File: config.mk
export PLATFORM = sky130hd
export DESIGN_NAME = jtkicker_sndrom_arb
export DESIGN_NICKNAME = d
export VERILOG_FILES = /design/src/rtl/jtkicker_sndrom_arb.sv
export SDC_FILE = /design/constraint.sdc
export NUM_CORES = 1
export LEC_CHECK = 0
export CORE_ASPECT_RATIO = 0.8
export CORE_MARGIN = 3
export CORE_UTILIZATION = 25
export CTS_BUF_LIST = sky130_fd_sc_hd__clkbuf_2 sky130_fd_sc_hd__clkbuf_4 sky130_fd_sc_hd__clkbuf_8
export DETAILED_ROUTE_END_ITERATION = 8
export PLACE_DENSITY_LB_ADDON = 0.2
export SLEW_MARGIN = 20
export SYNTH_ARGS = -nofsm -noshare
export SYNTH_HDL_FRONTEND = slang
export SYNTH_SLANG_ARGS = --single-unit
File: constraint.sdc
create_clock -name clk -period 4.6 [get_ports clk]
set_clock_uncertainty 0.15 [all_clocks]
set_input_delay 0.69 -clock clk [delete_from_list [all_inputs] [get_ports clk]]
set_output_delay 0.69 -clock clk [all_outputs]
set_load 0.01 [all_outputs]
File: src/rtl/jtkicker_sndrom_arb.sv
// Sound ROM arbiter: Z80 program and VLM5030 speech data share one
// SDRAM slot through one-byte tagged caches and a round-robin fetcher.
module jtkicker_sndrom_arb #(
  parameter int                CPU_AW     = 13,
  parameter int                PCM_AW     = 16,
  parameter int                ROM_AW     = 17,
  parameter logic [ROM_AW-1:0] PCM_OFFSET = 17'h02000
) (
  input  logic              rst,
  input  logic              clk,
  input  logic [CPU_AW-1:0] cpu_addr,
  input  logic              cpu_cs,
  output logic [7:0]        cpu_data,
  output logic              cpu_ok,
  input  logic [PCM_AW-1:0] pcm_addr,
  input  logic              pcm_cs,
  output logic [7:0]        pcm_data,
  output logic              pcm_ok,
  output logic [ROM_AW-1:0] rom_addr,
  output logic              rom_cs,
  input  logic [7:0]        rom_data,
  input  logic              rom_ok
);

  typedef enum logic [1:0] {
    IDLE,
    SETTLE,
    WAIT
  } state_t;

  state_t state, state_nxt;

  logic              cpu_valid;
  logic [CPU_AW-1:0] cpu_tag;
  logic              pcm_valid;
  logic [PCM_AW-1:0] pcm_tag;

  logic              last_pcm;
  logic              fetch_pcm;
  logic [CPU_AW-1:0] fetch_cpu_addr;
  logic [PCM_AW-1:0] fetch_pcm_addr;

  logic hit_cpu, hit_pcm;
  logic miss_cpu, miss_pcm;
  logic grant, grant_pcm, fill;
  logic [ROM_AW-1:0] cpu_rom_addr, pcm_rom_addr;

  assign hit_cpu  = cpu_valid & (cpu_tag == cpu_addr);
  assign hit_pcm  = pcm_valid & (pcm_tag == pcm_addr);
  assign cpu_ok   = cpu_cs & hit_cpu;
  assign pcm_ok   = pcm_cs & hit_pcm;
  assign miss_cpu = cpu_cs & ~hit_cpu;
  assign miss_pcm = pcm_cs & ~hit_pcm;

  assign cpu_rom_addr = ROM_AW'(cpu_addr);
  assign pcm_rom_addr = ROM_AW'(pcm_addr) + PCM_OFFSET;

  always_comb begin
    state_nxt = state;
    grant     = 1'b0;
    grant_pcm = 1'b0;
    fill      = 1'b0;
    unique case (state)
      IDLE: begin
        if (miss_cpu | miss_pcm) begin
          grant     = 1'b1;
          // on contention the side not served last wins
          grant_pcm = miss_pcm & (~miss_cpu | ~last_pcm);
          state_nxt = SETTLE;
        end
      end
      // rom_ok may still belong to the previous address here
      SETTLE: state_nxt = WAIT;
      WAIT: begin
        if (rom_ok) begin
          fill      = 1'b1;
          state_nxt = IDLE;
        end
      end
      default: state_nxt = IDLE;
    endcase
  end

  always_ff @(posedge clk or posedge rst) begin
    if (rst) state <= IDLE;
    else     state <= state_nxt;
  end

  always_ff @(posedge clk or posedge rst) begin
    if (rst) begin
      rom_cs         <= 1'b0;
      rom_addr       <= '0;
      last_pcm       <= 1'b1;
      fetch_pcm      <= 1'b0;
      fetch_cpu_addr <= '0;
      fetch_pcm_addr <= '0;
      cpu_valid      <= 1'b0;
      cpu_tag        <= '0;
      cpu_data       <= '0;
      pcm_valid      <= 1'b0;
      pcm_tag        <= '0;
      pcm_data       <= '0;
    end else begin
      if (grant) begin
        rom_cs    <= 1'b1;
        fetch_pcm <= grant_pcm;
        if (grant_pcm) begin
          fetch_pcm_addr <= pcm_addr;
          rom_addr       <= pcm_rom_addr;
        end else begin
          fetch_cpu_addr <= cpu_addr;
          rom_addr       <= cpu_rom_addr;
        end
      end
      if (fill) begin
        rom_cs   <= 1'b0;
        last_pcm <= fetch_pcm;
        if (fetch_pcm) begin
          pcm_valid <= 1'b1;
          pcm_tag   <= fetch_pcm_addr;
          pcm_data  <= rom_data;
        end else begin
          cpu_valid <= 1'b1;
          cpu_tag   <= fetch_cpu_addr;
          cpu_data  <= rom_data;
        end
      end
    end
  end

endmodule

==> results.md, run 1 <==
* Setup tns final at 0 ns
* DRC errors left at 0
* PortBufs at 77
* Crit-path max FO at 5
* Top_reg_cell synth: dfrtp_1
* Initial antenna violation count at 0
* Count of different cell masters after synthesis at 36
* Initial DRC count at 121
* EDFF count, synth at 0
* Yosys top cell area share at a little under three fifths
* Cts hold-fix bufs at 0
* Setup crit start: pcm_addr[13]
* Max incr delay on CP at 0.58 ns
* Worst Path Required at approximately 3.8 ns
* Die Width at 152 um
* Clock latency on the worst-skew pair at about 0.38 ns
* Post-Syn Nets at around 340
* Crit-path cells: clkdlybuf4s50_1 -> xor2_1 -> nor4_1 -> nand4_1 -> nor3_1 -> clkdlybuf4s50_1
* Root Buffer: clkbuf_8
* Pin count of the biggest net entering global routing at between 80 and 90
* CTS tree: yes
* DP Worst Slack at 0.864 ns
* Diodes inserted at 0
* First-pass GRT wire length at roughly 16000 um
* Switching part of the total at about a third
* Slew Limit Headroom at between 40% and 50%
* Max Fclk at 0.268 GHz
* Post-CTS Resized at 0
* Static leakage at about 2.2 nW
* Crit path max-delay cell type: clkdlybuf4s50_1
* Synth Register Bits at 98
* Fin crit period at about 3.7 ns
* I/O pin cnt at 78
* Core area at ~16000 um^2
* Post-DP HPWL at between 6000 and 7000 um
* P_sw at between 0.001 and 0.0015 W
* FP Rows at a little over 40
* Num CTS Buffers at 9
* DIE HEIGHT at approximately 120 um
* GRT Util Overall at between 10% and 20%
* Mapped Cells at just under 300
* Hold Path Origin: cpu_valid$_DFFE_PP0P_
* Gr ovfl total at 0
* Unrepaired setup endpoints after global routing: no
* Final hold viol count at 0
* Antenna viol nets, final at 0
* Starting density of the core at between 20% and 30%
* CP arrival at 2.90 ns
* Wire length per cell at 16.9 um
* Top-count cell post-synth: dfrtp_1
* H-tree depth at 3
* GPL Wtd Cong at 0.725
* Detailed Route WL at around 10000 um
* Post-synthesis cell area at about 4200 um^2
* Final Cycle Share at 81.2%
* Clk slew on worst S/H paths at around 0.090 ns
* CP Class: primary input to output pin
* Final WS setup at 0.865 ns
* Final setup viols at 0
* Die Area at between 15000 and 20000 um^2
* Drt first pass iters at 4
* Reg power frac at between 40 and 50%
* Clk pwr share at 17.1%
* PwrDens at ~620 nW/um^2
* Vias per cell at 4.39
* Vias in the first global route at 2853
* Max-cap violations at 0
* Most frequent CP cell: clkdlybuf4s50_1
* Clock Path Buffers at 2
* Worst Hold Class: flip-flop to flip-flop
* Vias at 2595
* Clk sinks at between 90 and 100
* Area grow syn2layout at 28.4%
* Sequential-to-total area share from yosys stat at ~58%
* R2r startpoint: cpu_tag[2]$_DFFE_PP0P_
* Synth area leader: dfrtp_1
* Status: finished, final reports clean
* Post-synthesis area per instance at about 14 um^2
* Slew @ Worst Pin at about 0.77 ns
* Asr flop ratio synth at 100%
* Synth top area cells: dfrtp_1 (57%), mux2_2 (17%), xor2_1 (5.8%)
* Startpoint types: primary input
* Int Pwr at roughly 0.0023 W
* Share of layout cells above drive strength 1 at between 20 and 30%
* Setup Fix Bufs, Post-CTS at 0
* Nets at about 410
* Worst IR Drop VDD at roughly 0.00020 V
* Gate power share at between 30% and 40%
* Crit end category: output pin
* Yosys warning total at 0
* Pins Over Slew Limit at 0
* Synth cell count leaders: dfrtp_1 (97), mux2_2 (63), xor2_1 (28)
## kinds of logic (layout without fill, tap and decap cells)
kind of cell             count (synthesis)  after routing  synth area share [%]
AND/OR/NAND/NOR                         49             49                  7.31
adder cells (fa/ha/maj)                  1              1                 0.295
multiplexers                            75             75                  20.7
AO/OA/AOI/OAI                           22             22                  5.51
buffers and inverters                   18            101                  2.18
XOR/XNOR                                30             30                  6.19
flip-flops                              98             98                  57.8
## per-layer routing
| metal | global-route usage [%] | part of all wire [%] | vias up | wire length [um] |
|---|---|---|---|---|
| li1 | - | - | 1199 | - |
| met1 | 16.2 | 50 | 1314 | 4970 |
| met2 | 16.9 | 42 | 67 | 4210 |
| met3 | 4.36 | 6.3 | 15 | 631 |
| met4 | 3.54 | 1.7 | 0 | 167 |
| met5 | 0 | 0 | - | 0 |
## area by class of cell
type / count / area, um^2
Multi-Input combinational cell: 177 / 1700
Inverter: 4 / 20.0
Tap cell: 215 / 269
Timing Repair Buffer: 81 / 801
Clock inverter: 6 / 66.3
Sequential cell: 98 / 2450
Fill cell: 1629 / 10800
Clock buffer: 10 / 138
## sequential cells by signal, summed over array words and instances (netlist names), 2 cells and up
signal,flops
pcm_tag,16
fetch_cpu_addr,13
cpu_data,8
fetch_pcm_addr,16
state,2
pcm_data,8
rom_addr,17
cpu_tag,13
## critical path: cells and delay by family
kind	cells	cell delay, ns
XOR/XNOR	1	0.20
AND/OR/NAND/NOR	3	0.92
buffers and inverters	2	1.07
## placed cells by master (no fill, tap or decap), drive strengths merged, types with 2 or more instances in the layout
cell type / count
nand2: 9
nor4: 6
nand3: 3
xnor2: 2
dfrtp: 97
or2: 2
clkinv: 2
mux2: 74
clkdlybuf4s50: 77
nor2: 4
clkinvlp: 3
buf: 4
o221a: 13
nor3: 2
nand4: 2
xor2: 28
and2: 2
nand2b: 3
clkbuf: 10
inv: 4
o21ai: 4
nand3b: 15
## final timing paths
kind                                                       to  slack (ns)  cells past startpoint
worst min-delay path                    cpu_valid$_DFFE_PP0P_        0.32                      1
max in group asynchronous              pcm_tag[2]$_DFFE_PP0P_        2.89                      3
worst max-delay path                                   pcm_ok        0.86                      6
worst max register to register  fetch_pcm_addr[9]$_DFFE_PP0P_        1.85                      6
min in group asynchronous             pcm_data[3]$_DFFE_PP0P_        0.67                      2
worst min register to register          cpu_valid$_DFFE_PP0P_        0.32                      1
## power groups by stage
| stage | Combinational (W) | Sequential (W) | Clock, W |
|---|---|---|---|
| 2_1_floorplan | 0.000781 | 0.00155 | 0 |
| 3_3_place_gp | 0.00130 | 0.00153 | 0 |
| 3_5_place_dp | 0.00131 | 0.00155 | 0 |
| 4_1_cts | 0.00132 | 0.00153 | 0.000607 |
| 5_1_grt | 0.00142 | 0.00159 | 0.000645 |
| 6_report | 0.00129 | 0.00152 | 0.000580 |
## metrics by stage
step / power [W] / hold WS [ns] / area, um^2 / instances / util (%)
final: 0.00340 / 0.320 / 5450 / 591 / 33.6
after detailed placement: 0.00286 / 0.303 / 5240 / 575 / 32.3
after CTS: 0.00346 / 0.328 / 5440 / 591 / 33.6
after global routing: 0.00365 / 0.357 / 5450 / 591 / 33.6
after global placement: 0.00283 / 0.293 / 5240 / 575 / 32.3
after floorplan: 0.00234 / 0.280 / 4240 / 293 / -
(Power assumes the default switching activity.)
==> inputs of run 2 (changes only) <==
- clock period: 4.6 -> 3.2 ns (I/O delays scaled with it)
==> run 2 against run 1 <==
Compared with the run above:
- via count is 0.39% higher
- cell count is 1.9% higher
- first-iteration DRC count is 11% lower
- non-clock buffer count is 11 higher
- largest cell class unchanged
- largest power group unchanged
==> results.md, run 2 (synthesis gave the netlist of run 1 again) <==
* Worst Hold Class: flip-flop to flip-flop
* Most common cell after layout, fill and taps aside: dfrtp_1
* Gate power share at between 30% and 40%
* Startpoint types: primary input
* Pins Over Slew Limit at 0
* FP Rows at 41
* CP Class: primary input to output pin
* DRC errors left at 0
* Worst Path Required at ~2.6 ns
* Crit end category: output pin
* P_sw at between 0.0015 and 0.002 W
* Area grow syn2layout at 31.9%
* Largest reg by FF count: rom_addr
* Clk pwr share at between 10% and 20%
* Die Area at 18600 um^2
* Largest registers: rom_addr x17, fetch_pcm_addr x16, pcm_tag x16
* Slew @ Worst Pin at a little over 0.7 ns
* Share of layout cells above drive strength 1 at 32.0%
* Met3 Resource Use GR at approximately 4%
* Clock Path Buffers at 2
* Final WS setup at 0.134 ns
* Root Buffer: clkbuf_8
* Met1 usage at about 16%
* Crit-path max FO at 3
* Vias at 2605
* Final Power at 0.00500 W
* Final setup viols at 0
* DIE HEIGHT at ~120 um
* Max Fclk at ~0.33 GHz
* Vias in the first global route at between 2000 and 3000
* Fin area at 5600 um^2
* Die Width at 152 um
* Clock latency on the worst-skew pair at 0.37 ns
* Area after DPL at approximately 5400 um^2
* CTS tree: yes
* CP arrival at approximately 2.4 ns
* Switching part of the total at approximately 30%
* Unrepaired setup endpoints after global routing: no
* Detailed Route WL at between 10000 and 15000 um
* Num CTS Buffers at 9
* Static leakage at ~2.3 nW
* GPL Wtd Cong at roughly 0.7
* Diodes inserted at 0
* Dpl cells at ~590
* Nets at approximately 430
* Final hold viol count at 0
* Max-cap violations at 0
* Initial DRC count at 108
* First-pass GRT wire length at 15700 um
* Fillers at about 1600
* Vias per cell at 4.33
* I/O pin cnt at 78
* Clk sinks at 98
* Busiest grt layer: met2
* Int Pwr at roughly 0.0035 W
* Clk slew on worst S/H paths at 0.09 ns
* Slew Limit Headroom at a little over half
* Leading cell types in the layout, fill and taps excluded: dfrtp_1 (97), clkdlybuf4s50_1 (76), mux2_2 (63)
* Initial antenna violation count at 0
* Pin count of the biggest net entering global routing at 43
* Reg power frac at between 40% and 50%
* Worst IR Drop VDD at 0.000291 V
* Fin crit period at approximately 3.1 ns
* Gr ovfl total at 0
* Final Cycle Share at between 90 and 100%
* Post-DP HPWL at approximately 7000 um
* Post-route insts no fill at 602
* GRT Util Overall at approximately 11%
* DP Worst Slack at -0.126 ns
* PwrDens at between 800 and 900 nW/um^2
* Max reg flops at 17
* Antenna viol nets, final at 0
* PortBufs at 77
* H-tree depth at 3
* Status: finished, final reports clean
* Met2 usage at 16.9%
* Starting density of the core at around a quarter
* Core area at about 16000 um^2
* Drt first pass iters at 4
* Wire length per cell at roughly 17 um
[run 2: layout make-up]
cell class                      count  area [um^2]  share of cell area, %
Clock buffer                       13          179                   3.20
Clock inverter                      3         45.0                  0.805
Inverter                            4         17.5                  0.313
Multi-Input combinational cell    177         1710                   30.6
Sequential cell                    98         2450                   43.8
Tap cell                          215          269                   4.81
Timing Repair Buffer               92          923                   16.5
[run 2: worst paths after layout]
path                       slack (ns)                       to  depth (start not counted)                    from
setup / recovery                 0.13                   cpu_ok                          6             cpu_addr[2]
hold / removal                   0.32    cpu_valid$_DFFE_PP0P_                          1   cpu_valid$_DFFE_PP0P_
setup reg to reg                 0.81  rom_addr[0]$_DFFE_PP0P_                          8  pcm_tag[1]$_DFFE_PP0P_
hold reg to reg                  0.32    cpu_valid$_DFFE_PP0P_                          1   cpu_valid$_DFFE_PP0P_
max in group asynchronous        1.94  pcm_tag[11]$_DFFE_PP0P_                          3                     rst
min in group asynchronous        0.33  cpu_data[3]$_DFFE_PP0P_                          2                     rst
[run 2: critical path: stages]
cell,delay (ns)
clkdlybuf4s50_1,0.48
xor2_1,0.21
nor4_2,0.42
nand4_1,0.13
nor2_1,0.16
clkdlybuf4s50_1,0.56
[run 2: stage by stage]
stage                     util, %  hold slack (ns)  TNS, ns
after floorplan                 -            0.280        0
after global placement       33.1            0.292   -0.130
after detailed placement     33.1            0.299   -0.126
after CTS                    34.5            0.321        0
after global routing         34.5            0.356        0
final                        34.5            0.317        0
[run 2: power groups by stage]
stage                     Combinational [W]  Clock [W]  Sequential [W]
after global placement              0.00194          0         0.00219
after CTS                           0.00197   0.000920         0.00220
after global routing                0.00211   0.000964         0.00226
after floorplan                     0.00112          0         0.00223
after detailed placement            0.00195          0         0.00221
final                               0.00193   0.000880         0.00219
[run 2: repair_timing]
item	CTS	global route
hold buffers	0	0
setup buffers	0	0
endpoints found under the setup margin	1	1
gates cloned	0	0
resized for setup	2	1
[run 2: layer usage]
metal / vias to the layer above / part of all wire [%]
met5: - / 0
met4: 0 / 0.82
met3: 7 / 6.2
met2: 62 / 44
met1: 1316 / 49
li1: 1220 / -
==> inputs of run 3 (changes only) <==
- CTS_BUF_LIST: sky130_fd_sc_hd__clkbuf_2 sky130_fd_sc_hd__clkbuf_4 sky130_fd_sc_hd__clkbuf_8 -> default
==> run 3 against run 2 <==
Compared with the run above:
- sequential share of layout area is 0.78 points lower
- core utilization is 0.63 points higher
- global-route usage about the same
- clock power up 32%
- cell count unchanged
- critical endpoint unchanged
- routed wire length fell by 0.36%
==> results.md, run 3 (synthesis gave the netlist of run 1 again) <==
* Status: finished, final reports clean
* Gr ovfl total at 0
* DIE HEIGHT at ~120 um
* Crit-path max FO at 3
* Vias in the first global route at between 2000 and 3000
* Root Buffer: clkbuf_16
* Reg power frac at between 40% and 50%
* Drt first pass iters at 4
* Initial antenna violation count at 0
* Pins Over Slew Limit at 0
* CTS tree: yes
* Vias at around 2600
* Hold EP: cpu_valid$_DFFE_PP0P_
* P_sw at roughly 0.0016 W
* Clk sinks at 98
* Most common cell after layout, fill and taps aside: dfrtp_1
* DRC errors left at 0
* WHS at ~0.31 ns
* Final Cycle Share at 96.3%
* R2r startpoint: pcm_tag[1]$_DFFE_PP0P_
* Final Core Density at roughly a third
* Share of layout cells above drive strength 1 at 32.0%
* Crit end category: output pin
* Starting density of the core at between 20% and 30%
* Max Fclk at 0.325 GHz
* Area grow syn2layout at 34.3%
* Worst IR Drop VDD at roughly 0.0003 V
* CP Class: primary input to output pin
* Clock latency on the worst-skew pair at 0.34 ns
* Initial DRC count at 90
* Final hold viol count at 0
* GPL Wtd Cong at 0.715
* Clk pwr share at around 22%
* Hold Path Origin: cpu_valid$_DFFE_PP0P_
* FP Rows at 41
* Post-DP HPWL at a little over 7000 um
* Die Area at 18600 um^2
* Vias per cell at ~4.4
* Worst Path Required at about 2.6 ns
* Nets at between 400 and 500
* First-pass GRT wire length at 15700 um
* Setup tns final at 0 ns
* Slew Limit Headroom at a little over half
* Largest registers: rom_addr x17, fetch_pcm_addr x16, pcm_tag x16
* Critical R2R Capture: rom_addr[0]$_DFFE_PP0P_
* Antenna viol nets, final at 0
* Startpoint types: primary input
* Area after DPL at between 5000 and 6000 um^2
* Leading cell types in the layout, fill and taps excluded: dfrtp_1 (97), clkdlybuf4s50_1 (76), mux2_2 (63)
* Cts hold-fix bufs at 0
* Static leakage at around 2.4 nW
* Largest reg by FF count: rom_addr
* Detailed Route WL at around 10000 um
* Die Width at approximately 150 um
* Slew @ Worst Pin at 0.708 ns
* Fin crit period at 3.08 ns
* H-tree depth at 3
* PortBufs at 77
* Worst Hold Class: flip-flop to flip-flop
* Core area at between 15000 and 20000 um^2
* Num CTS Buffers at 9
* Gate power share at 36.6%
* Worst reg-to-reg setup slack at about 0.80 ns
* Post-route insts no fill at 602
* Dpl cells at 586
* Fin area at around 5700 um^2
* FF-to-FF path depth at 8
* I/O pin cnt at 78
* Max reg flops at 17
* Clock Path Buffers at 2
* Wire length per cell at 16.6 um
* Pin count of the biggest net entering global routing at 43
* Diodes inserted at 0
* Hold depth at 1
* Int Pwr at between 0.003 and 0.004 W
* Max-cap violations at 0
* CP arrival at around 2.5 ns
* PwrDens at 926 nW/um^2
* GRT Util Overall at between 10% and 20%
* Clk slew on worst S/H paths at ~0.060 ns
* Switching part of the total at ~30%
* Final setup viols at 0
* Unrepaired setup endpoints after global routing: no
[run 3: cell types whose count changed in the layout (fill, tap and decap cells not counted)]
cell / change
clkbuf_16: +9
clkbuf_8: -9
[run 3: final cells by class]
class                   count  area (um^2)
fillers                  1602        10500
flip-flops and latches     98         2450
multi-input cells         177         1710
repair buffers             92          923
clock buffers              13          280
well taps                 215          269
clock inverters             3         45.0
inverters                   4         17.5
[run 3: timing repair]
| item | 4_1_cts | 5_1_grt |
|---|---|---|
| cloned | 0 | 0 |
| endpoints found under the setup margin | 1 | 1 |
| gates resized for setup | 2 | 1 |
| setup buffers | 0 | 0 |
[run 3: worst max-delay path by stage]
stage | from | cells past startpoint | slack (ns) | end
floorplan | rst | 1 | 0.01 | cpu_data[0]$_DFFE_PP0P_
global placement | pcm_addr[1] | 7 | -0.13 | pcm_ok
detailed placement | pcm_addr[1] | 7 | -0.13 | pcm_ok
CTS | pcm_addr[1] | 7 | 0.01 | pcm_ok
global route | cpu_addr[2] | 6 | 0.05 | cpu_ok
finish | cpu_addr[2] | 6 | 0.12 | cpu_ok
[run 3: critical path: stages]
cell and delay (ns):
clkdlybuf4s50_1 0.48, xor2_1 0.21, nor4_2 0.43, nand4_1 0.13
nor2_1 0.16, clkdlybuf4s50_1 0.56
[run 3: through the flow]
stage | setup slack, ns | power [W]
after floorplan | 0.00958 | 0.00336
after detailed placement | -0.126 | 0.00417
after global routing | 0.0550 | 0.00562
final | 0.119 | 0.00528
after global placement | -0.130 | 0.00413
after CTS | 0.0144 | 0.00537
[run 3: power by group through the flow]
stage / clock, W / combinational (W) / sequential, W
detailed placement: 0 / 0.00195 / 0.00221
finish: 0.00116 / 0.00193 / 0.00219
floorplan: 0 / 0.00112 / 0.00223
CTS: 0.00120 / 0.00197 / 0.00220
global placement: 0 / 0.00194 / 0.00219
global route: 0.00125 / 0.00211 / 0.00227
[run 3: layer usage]
metal / vias up / track usage (%) / wire length (um)
met5: - / 0 / 0
met3: 9 / 4.10 / 649
li1: 1222 / - / -
met2: 75 / 16.9 / 4440
met4: 0 / 3.37 / 90
met1: 1325 / 15.6 / 4810
